--- config.mk ---
export PLATFORM = sky130hd
export DESIGN_NAME = wb_data_upsize
export DESIGN_NICKNAME = d
export VERILOG_FILES = /design/src/rtl/wb_data_upsize_pkg.sv /design/src/rtl/wb_data_upsize_rdbuf.sv /design/src/rtl/wb_data_upsize.sv
export SDC_FILE = /design/constraint.sdc
export NUM_CORES = 1
export LEC_CHECK = 0
export CORE_UTILIZATION = 36
export CTS_CLUSTER_DIAMETER = 60
export CTS_CLUSTER_SIZE = 24
export DETAILED_ROUTE_END_ITERATION = 7
export GPL_TIMING_DRIVEN = 0
export HOLD_SLACK_MARGIN = 0.05
export PLACE_DENSITY = 0.8
export SYNTH_ARGS = -nofsm -noshare
export SYNTH_HDL_FRONTEND = slang
export SYNTH_SLANG_ARGS = --single-unit
--- constraint.sdc ---
create_clock -name wb_clk_i -period 1.9 [get_ports wb_clk_i]
set_input_delay 0.38 -clock wb_clk_i [delete_from_list [all_inputs] [get_ports wb_clk_i]]
set_output_delay 0.38 -clock wb_clk_i [all_outputs]
set_load 0.02 [all_outputs]
--- src/rtl/wb_data_upsize_pkg.sv ---
`default_nettype none
// ============================================================================
//  Module      : wb_data_upsize_pkg
//  Description : Shared types and helpers for the 8-to-32 bit Wishbone
//                upsizer: FSM state enum, byte-lane select from the low
//                address bits, and byte extraction from a 32-bit word.
//  Revision    : 1.0  initial release
// ============================================================================
package wb_data_upsize_pkg;

    typedef enum logic [1:0] {
        ST_IDLE = 2'd0,
        ST_BUS  = 2'd1,
        ST_RESP = 2'd2
    } state_t;

    // One-hot lane for a byte address. Big-endian puts byte 0 on the top lane.
    function automatic logic [3:0] lane_sel(input logic [1:0] adr_lo,
                                            input logic       big);
        return big ? (4'b1000 >> adr_lo) : (4'b0001 << adr_lo);
    endfunction

    // Pick the byte on the lane flagged by a one-hot select.
    function automatic logic [7:0] lane_byte(input logic [31:0] word,
                                             input logic [3:0]  sel);
        logic [7:0] b;
        b = '0;
        for (int i = 0; i < 4; i++) begin
            if (sel[i]) begin
                b = b | word[8*i +: 8];
            end
        end
        return b;
    endfunction

endpackage
`default_nettype wire

--- src/rtl/wb_data_upsize_rdbuf.sv ---
`default_nettype none
// ============================================================================
//  Module      : wb_data_upsize_rdbuf
//  Description : One-word read buffer for the upsizer. Holds the last word
//                read from the slave with its word-address tag and a valid
//                bit, answers hit lookups, and merges bytes written through
//                the bridge into the buffered word.
//  Ports       : clk/rst_n     clock, async active-low reset
//                clear         invalidate the buffer
//                load/load_word  capture a slave read word under line_tag
//                upd/upd_sel/upd_byte  write-through merge when line_tag hits
//                line_tag      word address of the current slave access
//                look_tag/look_sel  master lookup address and lane
//                hit/hit_byte  lookup result
//  Revision    : 1.0  initial release
// ============================================================================
module wb_data_upsize_rdbuf
    import wb_data_upsize_pkg::*;
#(
    parameter int AW = 32
) (
    input  logic          clk,
    input  logic          rst_n,
    input  logic          clear,
    input  logic          load,
    input  logic [31:0]   load_word,
    input  logic          upd,
    input  logic [3:0]    upd_sel,
    input  logic [7:0]    upd_byte,
    input  logic [AW-3:0] line_tag,
    input  logic [AW-3:0] look_tag,
    input  logic [3:0]    look_sel,
    output logic          hit,
    output logic [7:0]    hit_byte
);

    logic          valid;
    logic [AW-3:0] tag;
    logic [31:0]   word;

    always_ff @(posedge clk or negedge rst_n) begin
        if (!rst_n) begin
            valid <= 1'b0;
            tag   <= '0;
            word  <= '0;
        end else if (clear) begin
            valid <= 1'b0;
        end else if (load) begin
            valid <= 1'b1;
            tag   <= line_tag;
            word  <= load_word;
        end else if (upd && valid && (tag == line_tag)) begin
            // Keep the buffer coherent with writes that pass through us.
            for (int i = 0; i < 4; i++) begin
                if (upd_sel[i]) begin
                    word[8*i +: 8] <= upd_byte;
                end
            end
        end
    end

    assign hit      = valid && (tag == look_tag);
    assign hit_byte = lane_byte(word, look_sel);

endmodule
`default_nettype wire

--- src/rtl/wb_data_upsize.sv ---
`default_nettype none
// ============================================================================
//  Module      : wb_data_upsize
//  Description : Sequential bridge from an 8-bit Wishbone master to a 32-bit
//                Wishbone slave. Every master byte access becomes one
//                registered classic-cycle word access with a one-hot select.
//                Optional macro WB_DATA_UPSIZE_RDBUF_EN adds a one-word read
//                buffer that answers repeated reads of the same word within
//                one master bus cycle without touching the slave.
//  Ports       : wb_clk_i, wb_rst_n_i       clock, async active-low reset
//                wbm_*                      8-bit master side (cti/bte ignored)
//                wbs_*                      32-bit slave side, all registered
//  Revision    : 1.0  initial release
// ============================================================================
module wb_data_upsize
    import wb_data_upsize_pkg::*;
#(
    parameter int    AW     = 32,
    parameter int    MDW    = 8,
    parameter int    SDW    = 32,
    parameter string ENDIAN = "big"
) (
    input  logic           wb_clk_i,
    input  logic           wb_rst_n_i,
    input  logic [AW-1:0]  wbm_adr_i,
    input  logic [MDW-1:0] wbm_dat_i,
    input  logic           wbm_we_i,
    input  logic           wbm_cyc_i,
    input  logic           wbm_stb_i,
    input  logic [2:0]     wbm_cti_i,
    input  logic [1:0]     wbm_bte_i,
    output logic [MDW-1:0] wbm_dat_o,
    output logic           wbm_ack_o,
    output logic           wbm_err_o,
    output logic           wbm_rty_o,
    output logic [AW-1:0]  wbs_adr_o,
    output logic [SDW-1:0] wbs_dat_o,
    output logic [3:0]     wbs_sel_o,
    output logic           wbs_we_o,
    output logic           wbs_cyc_o,
    output logic           wbs_stb_o,
    output logic [2:0]     wbs_cti_o,
    output logic [1:0]     wbs_bte_o,
    input  logic [SDW-1:0] wbs_dat_i,
    input  logic           wbs_ack_i,
    input  logic           wbs_err_i,
    input  logic           wbs_rty_i
);

    localparam logic BIG_ENDIAN = (ENDIAN == "big");

    state_t     state;
    logic       aborted;
    logic [3:0] look_sel;
    logic       slv_term;
    logic       buf_hit;
    logic [7:0] buf_byte;
    logic       unused_ign;

    assign look_sel   = lane_sel(wbm_adr_i[1:0], BIG_ENDIAN);
    assign slv_term   = wbs_ack_i || wbs_err_i || wbs_rty_i;
    assign wbs_cti_o  = 3'b000;
    assign wbs_bte_o  = 2'b00;
    assign unused_ign = ^{wbm_cti_i, wbm_bte_i};

`ifdef WB_DATA_UPSIZE_RDBUF_EN
    logic buf_hit_raw;
    logic buf_clear;
    logic pure_ack;

    // Buffer lifetime ends with the master bus cycle or any failed access.
    assign buf_clear = ((state == ST_IDLE) && !wbm_cyc_i) ||
                       ((state == ST_BUS) && (wbs_err_i || wbs_rty_i));
    assign pure_ack  = (state == ST_BUS) && wbs_ack_i && !wbs_err_i && !wbs_rty_i;

    wb_data_upsize_rdbuf #(
        .AW (AW)
    ) u_rdbuf (
        .clk       (wb_clk_i),
        .rst_n     (wb_rst_n_i),
        .clear     (buf_clear),
        .load      (pure_ack && !wbs_we_o),
        .load_word (wbs_dat_i),
        .upd       (pure_ack && wbs_we_o),
        .upd_sel   (wbs_sel_o),
        .upd_byte  (wbs_dat_o[7:0]),
        .line_tag  (wbs_adr_o[AW-1:2]),
        .look_tag  (wbm_adr_i[AW-1:2]),
        .look_sel  (look_sel),
        .hit       (buf_hit_raw),
        .hit_byte  (buf_byte)
    );

    // Writes never allocate and must always reach the slave.
    assign buf_hit = buf_hit_raw && !wbm_we_i;
`else
    assign buf_hit  = 1'b0;
    assign buf_byte = '0;
`endif

    always_ff @(posedge wb_clk_i or negedge wb_rst_n_i) begin
        if (!wb_rst_n_i) begin
            state     <= ST_IDLE;
            aborted   <= 1'b0;
            wbm_dat_o <= '0;
            wbm_ack_o <= 1'b0;
            wbm_err_o <= 1'b0;
            wbm_rty_o <= 1'b0;
            wbs_adr_o <= '0;
            wbs_dat_o <= '0;
            wbs_sel_o <= '0;
            wbs_we_o  <= 1'b0;
            wbs_cyc_o <= 1'b0;
            wbs_stb_o <= 1'b0;
        end else begin
            case (state)
                ST_IDLE: begin
                    if (wbm_cyc_i && wbm_stb_i) begin
                        if (buf_hit) begin
                            wbm_dat_o <= buf_byte;
                            wbm_ack_o <= 1'b1;
                            state     <= ST_RESP;
                        end else begin
                            wbs_adr_o <= {wbm_adr_i[AW-1:2], 2'b00};
                            wbs_dat_o <= {4{wbm_dat_i}};
                            wbs_sel_o <= look_sel;
                            wbs_we_o  <= wbm_we_i;
                            wbs_cyc_o <= 1'b1;
                            wbs_stb_o <= 1'b1;
                            aborted   <= 1'b0;
                            state     <= ST_BUS;
                        end
                    end
                end
                ST_BUS: begin
                    // Remember a master abort even if cyc comes back later.
                    if (!wbm_cyc_i) begin
                        aborted <= 1'b1;
                    end
                    if (slv_term) begin
                        wbs_cyc_o <= 1'b0;
                        wbs_stb_o <= 1'b0;
                        if (aborted || !wbm_cyc_i) begin
                            state <= ST_IDLE;
                        end else begin
                            wbm_err_o <= wbs_err_i;
                            wbm_rty_o <= !wbs_err_i && wbs_rty_i;
                            wbm_ack_o <= !wbs_err_i && !wbs_rty_i && wbs_ack_i;
                            if (!wbs_err_i && !wbs_rty_i && !wbs_we_o) begin
                                wbm_dat_o <= lane_byte(wbs_dat_i, wbs_sel_o);
                            end
                            state <= ST_RESP;
                        end
                    end
                end
                ST_RESP: begin
                    wbm_ack_o <= 1'b0;
                    wbm_err_o <= 1'b0;
                    wbm_rty_o <= 1'b0;
                    state     <= ST_IDLE;
                end
                default: begin
                    state <= ST_IDLE;
                end
            endcase
        end
    end

endmodule
`default_nettype wire

==> report_table.html <==
<table>
<tr><th>Metric</th><th>Value</th></tr>
<tr><th colspan="2">Outcome</th></tr>
<tr><td>Status</td><td>finished clean</td></tr>
<tr><th colspan="2">Clock tree</th></tr>
<tr><td>CTS Sinks</td><td>58</td></tr>
<tr><td>Clock root buffer</td><td>sky130_fd_sc_hd__clkbuf_8</td></tr>
<tr><td>CTS tree</td><td>built</td></tr>
<tr><td>CTS clock-pin slew for the worst setup and hold paths</td><td>60 ps</td></tr>
<tr><td>CTS buffer count</td><td>9</td></tr>
<tr><td>Clock latency of the later-clocked register in the worst-skew pair</td><td>320 ps</td></tr>
<tr><td>Clock Path Buffers</td><td>2</td></tr>
<tr><td>Number of H-tree levels</td><td>3</td></tr>
<tr><th colspan="2">Synth</th></tr>
<tr><td>Most common library cells after synthesis</td><td>sky130_fd_sc_hd__dfrtp_1, sky130_fd_sc_hd__mux2_2, sky130_fd_sc_hd__buf_4</td></tr>
<tr><td>Main flop type after synthesis</td><td>sky130_fd_sc_hd__dfrtp_1</td></tr>
<tr><td>Sequential share of the synthesized area</td><td>54.4%</td></tr>
<tr><td>Post-synth design cell area</td><td>2670 um^2</td></tr>
<tr><td>Biggest area contributors in the synthesized netlist</td><td>sky130_fd_sc_hd__dfrtp_1, sky130_fd_sc_hd__mux2_2, sky130_fd_sc_hd__buf_4, sky130_fd_sc_hd__a22oi_1, sky130_fd_sc_hd__nand2_1</td></tr>
<tr><td>Share of flip-flops with an asynchronous set or reset</td><td>100%</td></tr>
<tr><td>Mean post-synth cell area</td><td>12.6 um^2</td></tr>
<tr><td>Post-Syn Instances</td><td>212</td></tr>
<tr><td>Yosys Warn Count</td><td>0</td></tr>
<tr><td>Synth top area share</td><td>54.4%</td></tr>
<tr><td>Library cell with the highest instance count after synthesis</td><td>sky130_fd_sc_hd__dfrtp_1</td></tr>
<tr><td>Synthesis-stage register bit count</td><td>58</td></tr>
<tr><td>Library cells used by synthesis</td><td>23</td></tr>
<tr><td>Post-synth EDFFs</td><td>0</td></tr>
<tr><td>Largest area contributor in the netlist</td><td>sky130_fd_sc_hd__dfrtp_1</td></tr>
<tr><th colspan="2">Drt</th></tr>
<tr><td>Vias after detailed routing</td><td>2213</td></tr>
<tr><td>Routed Antenna Nets</td><td>0</td></tr>
<tr><td>Detailed Route WL</td><td>6530 um</td></tr>
<tr><td>DRC viols</td><td>0</td></tr>
<tr><td>Ratio of routed vias to standard cells</td><td>4.49</td></tr>
<tr><td>Routed wirelength normalized by instance count</td><td>13.2 um</td></tr>
<tr><td>Initial detailed-routing violation count</td><td>37</td></tr>
<tr><td>Number of iterations in the first detailed-routing pass</td><td>4</td></tr>
<tr><th colspan="2">Die</th></tr>
<tr><td>Initial core utilization</td><td>37.0%</td></tr>
<tr><td>Die Ht</td><td>88.1 um</td></tr>
<tr><td>Top Ports</td><td>172</td></tr>
<tr><td>CORE AREA</td><td>7210 um^2</td></tr>
<tr><td>X dimension of the die</td><td>88.1 um</td></tr>
<tr><td>Row count</td><td>31</td></tr>
<tr><td>Die Outline Area</td><td>7770 um^2</td></tr>
<tr><th colspan="2">Critical path</th></tr>
<tr><td>Launch point of the critical path</td><td>wbs_dat_o[29]</td></tr>
<tr><td>Category of the critical setup timing path</td><td>flop to output port</td></tr>
<tr><td>Startpoint kind of the worst setup timing path</td><td>flop</td></tr>
<tr><td>Critical path capture point type</td><td>output port</td></tr>
<tr><td>R2R depth</td><td>5</td></tr>
<tr><td>Critical path data required time</td><td>1520 ps</td></tr>
<tr><td>Worst-case register-to-register setup slack</td><td>390 ps</td></tr>
<tr><td>Launch point of the worst reg-to-reg path</td><td>state[1]</td></tr>
<tr><td>Arrival time reported for the critical path endpoint</td><td>1460 ps</td></tr>
<tr><td>Top fanout value on the critical path</td><td>5</td></tr>
<tr><th colspan="2">Placement</th></tr>
<tr><td>Number of buffers inserted by port buffering</td><td>159</td></tr>
<tr><td>GPL Wtd Cong</td><td>0.730</td></tr>
<tr><td>Dpl hpwl</td><td>5070 um</td></tr>
<tr><td>Number of cells in the design after placement</td><td>477</td></tr>
<tr><th colspan="2">Cells and area</th></tr>
<tr><td>Area growth from synthesis to layout</td><td>73.7%</td></tr>
<tr><td>Non-filler cells in the finished layout</td><td>493</td></tr>
<tr><td>Diodes inserted</td><td>0</td></tr>
<tr><td>Layout cell share with drive strength beyond 1</td><td>25.6%</td></tr>
<tr><td>Net total in the final layout</td><td>474</td></tr>
<tr><td>Final standard cell utilization of the core</td><td>64.3%</td></tr>
<tr><td>Fill cells</td><td>602</td></tr>
<tr><th colspan="2">Pwr</th></tr>
<tr><td>Power density normalized to cell area</td><td>1020 nW/um^2</td></tr>
<tr><td>Static power due to leakage</td><td>2.08 nW</td></tr>
<tr><td>Worst IR drop on VDD</td><td>0.000632 V</td></tr>
<tr><th colspan="2">Global routing</th></tr>
<tr><td>Overall overflow remaining after global route</td><td>0</td></tr>
<tr><td>Number of global-route vias before repair</td><td>2156</td></tr>
<tr><td>GRT Overall Usage</td><td>17.5%</td></tr>
<tr><td>Initial antenna violation count</td><td>0</td></tr>
<tr><td>Pin count of the biggest net entering global routing</td><td>32</td></tr>
<tr><td>First-pass GRT wire length</td><td>9960 um</td></tr>
<tr><th colspan="2">Timing</th></tr>
<tr><td>Pin slew with the least headroom to its limit</td><td>682 ps</td></tr>
<tr><td>Setup violation total in the final timing report</td><td>0</td></tr>
<tr><td>Final critical-path required period</td><td>1840 ps</td></tr>
<tr><td>RSZ-0062 raised after global routing</td><td>no</td></tr>
<tr><td>Max Transition Viols Final</td><td>0</td></tr>
<tr><td>Fmax achieved</td><td>0.544 GHz</td></tr>
<tr><td>Post-route clock period utilization</td><td>96.8%</td></tr>
<tr><td>Post-route clock skew</td><td>6.45 ps</td></tr>
<tr><td>Hold violation total from the final report</td><td>0</td></tr>
<tr><td>Tightest slew margin relative to the limit</td><td>54.5%</td></tr>
<tr><th colspan="2">Hold path</th></tr>
<tr><td>Hold/Removal Path Class</td><td>primary input to asynchronous set/reset pin</td></tr>
<tr><th colspan="2">Run</th></tr>
<tr><td>Max-capacitance violation count</td><td>0</td></tr>
</table>
==> sequential cells by signal, indices dropped and copies added (netlist names) <==
register,cells
wbs_adr_o,30
wbm_dat_o,8
wbs_dat_o,8
wbs_sel_o,4
state,2
aborted,1
wbm_ack_o,1
wbm_err_o,1
wbm_rty_o,1
wbs_stb_o,1
wbs_we_o,1
==> worst max-delay path, stage by stage (launching register included) <==
cell	delay [ps]
sky130_fd_sc_hd__dfrtp_1	400
sky130_fd_sc_hd__buf_4	130
sky130_fd_sc_hd__clkdlybuf4s50_1	620
==> metrics by stage <==
step / hold slack (ps) / cell area [um^2] / setup TNS, ps / worst slack [ps] / power (mW)
after floorplan: 84.4 / 2690 / 0 / 584 / 2.64
after global placement: 480 / 4410 / -80240 / -1390 / 3.61
after detailed placement: 467 / 4420 / -103 / -31.0 / 3.66
after CTS: 111 / 4620 / 0 / 36.2 / 4.80
after global routing: 132 / 4640 / 0 / 0.618 / 4.98
final: 92.4 / 4640 / 0 / 61.1 / 4.73
==> area by class of cell <==
cell class	count	area, um^2	area share, %
Buffer	41	280	6.04
Clock buffer	14	163	3.51
Clock inverter	2	35.0	0.755
Multi-Input combinational cell	119	961	20.7
Sequential cell	58	1450	31.3
Tap cell	99	124	2.67
Timing Repair Buffer	160	1620	35.0
==> per-layer routing <==
layer | global-route usage (%) | up-vias | part of all wire (%)
met5 | 0 | - | 0
met4 | 6.60 | 0 | 0.57
met3 | 7.45 | 4 | 7.1
met2 | 30.2 | 79 | 53
met1 | 19.1 | 1072 | 39
li1 | - | 1058 | -
==> final timing paths <==
path,to
min in group wb_clk_i,wbs_adr_o[26]
setup / recovery,wbs_dat_o[29]
setup reg to reg,wbs_sel_o[0]
hold / removal,wbm_dat_o[1]
max in group asynchronous,wbs_dat_o[25]
hold reg to reg,wbs_adr_o[26]
==> kinds of logic after synthesis <==
kind of cell,synth area share (%)
flops,54.4
mux,19.8
simple gates,8.76
buf+inv,10.5
compound gates,6.42
other cells,0.140
==> where the power goes <==
group,internal (mW),switching [mW],leakage (nW)
Sequential,1.48,0.153,0.711
Combinational,1.11,0.865,1.27
Clock,0.677,0.441,0.101
Total,3.27,1.46,2.08
==> layout by cell type, fill, tap and decap left out <==
cell type                         Yosys  final
sky130_fd_sc_hd__bufinv_16            0      1
sky130_fd_sc_hd__buf_12               0      1
sky130_fd_sc_hd__nand3_1              7      7
sky130_fd_sc_hd__nor2b_1              1      1
sky130_fd_sc_hd__mux2_2              47     47
sky130_fd_sc_hd__a22o_1               1      1
sky130_fd_sc_hd__nand3b_1             2      2
sky130_fd_sc_hd__dfrtp_1             58     58
sky130_fd_sc_hd__nand4bb_1            2      2
sky130_fd_sc_hd__clkbuf_1             4      7
sky130_fd_sc_hd__clkbuf_8             0     11
sky130_fd_sc_hd__nor2_1               5      5
sky130_fd_sc_hd__a22oi_1             16     16
sky130_fd_sc_hd__dlymetal6s2s_1       0      7
sky130_fd_sc_hd__buf_4               32     32
sky130_fd_sc_hd__nand2_1             16     16
sky130_fd_sc_hd__o21ai_0              4      4
sky130_fd_sc_hd__clkinv_2             0      1
sky130_fd_sc_hd__nand2b_1             4      4
sky130_fd_sc_hd__nand4b_4             1      1
sky130_fd_sc_hd__conb_1               1      7
sky130_fd_sc_hd__o31ai_1              1      1
sky130_fd_sc_hd__a21oi_1              1      1
sky130_fd_sc_hd__buf_2                5      6
sky130_fd_sc_hd__and4bb_4             1      1
sky130_fd_sc_hd__clkdlybuf4s50_1      0    151
sky130_fd_sc_hd__and2_1               1      1
sky130_fd_sc_hd__a32o_1               1      1
sky130_fd_sc_hd__nor3_1               1      1
==> timing repair <==
action,in CTS,in global routing
resized for setup,0,7
buffers inserted,0,0
hold buffers,0,0
setup endpoints to repair,0,7
(Power assumes the default switching activity.)
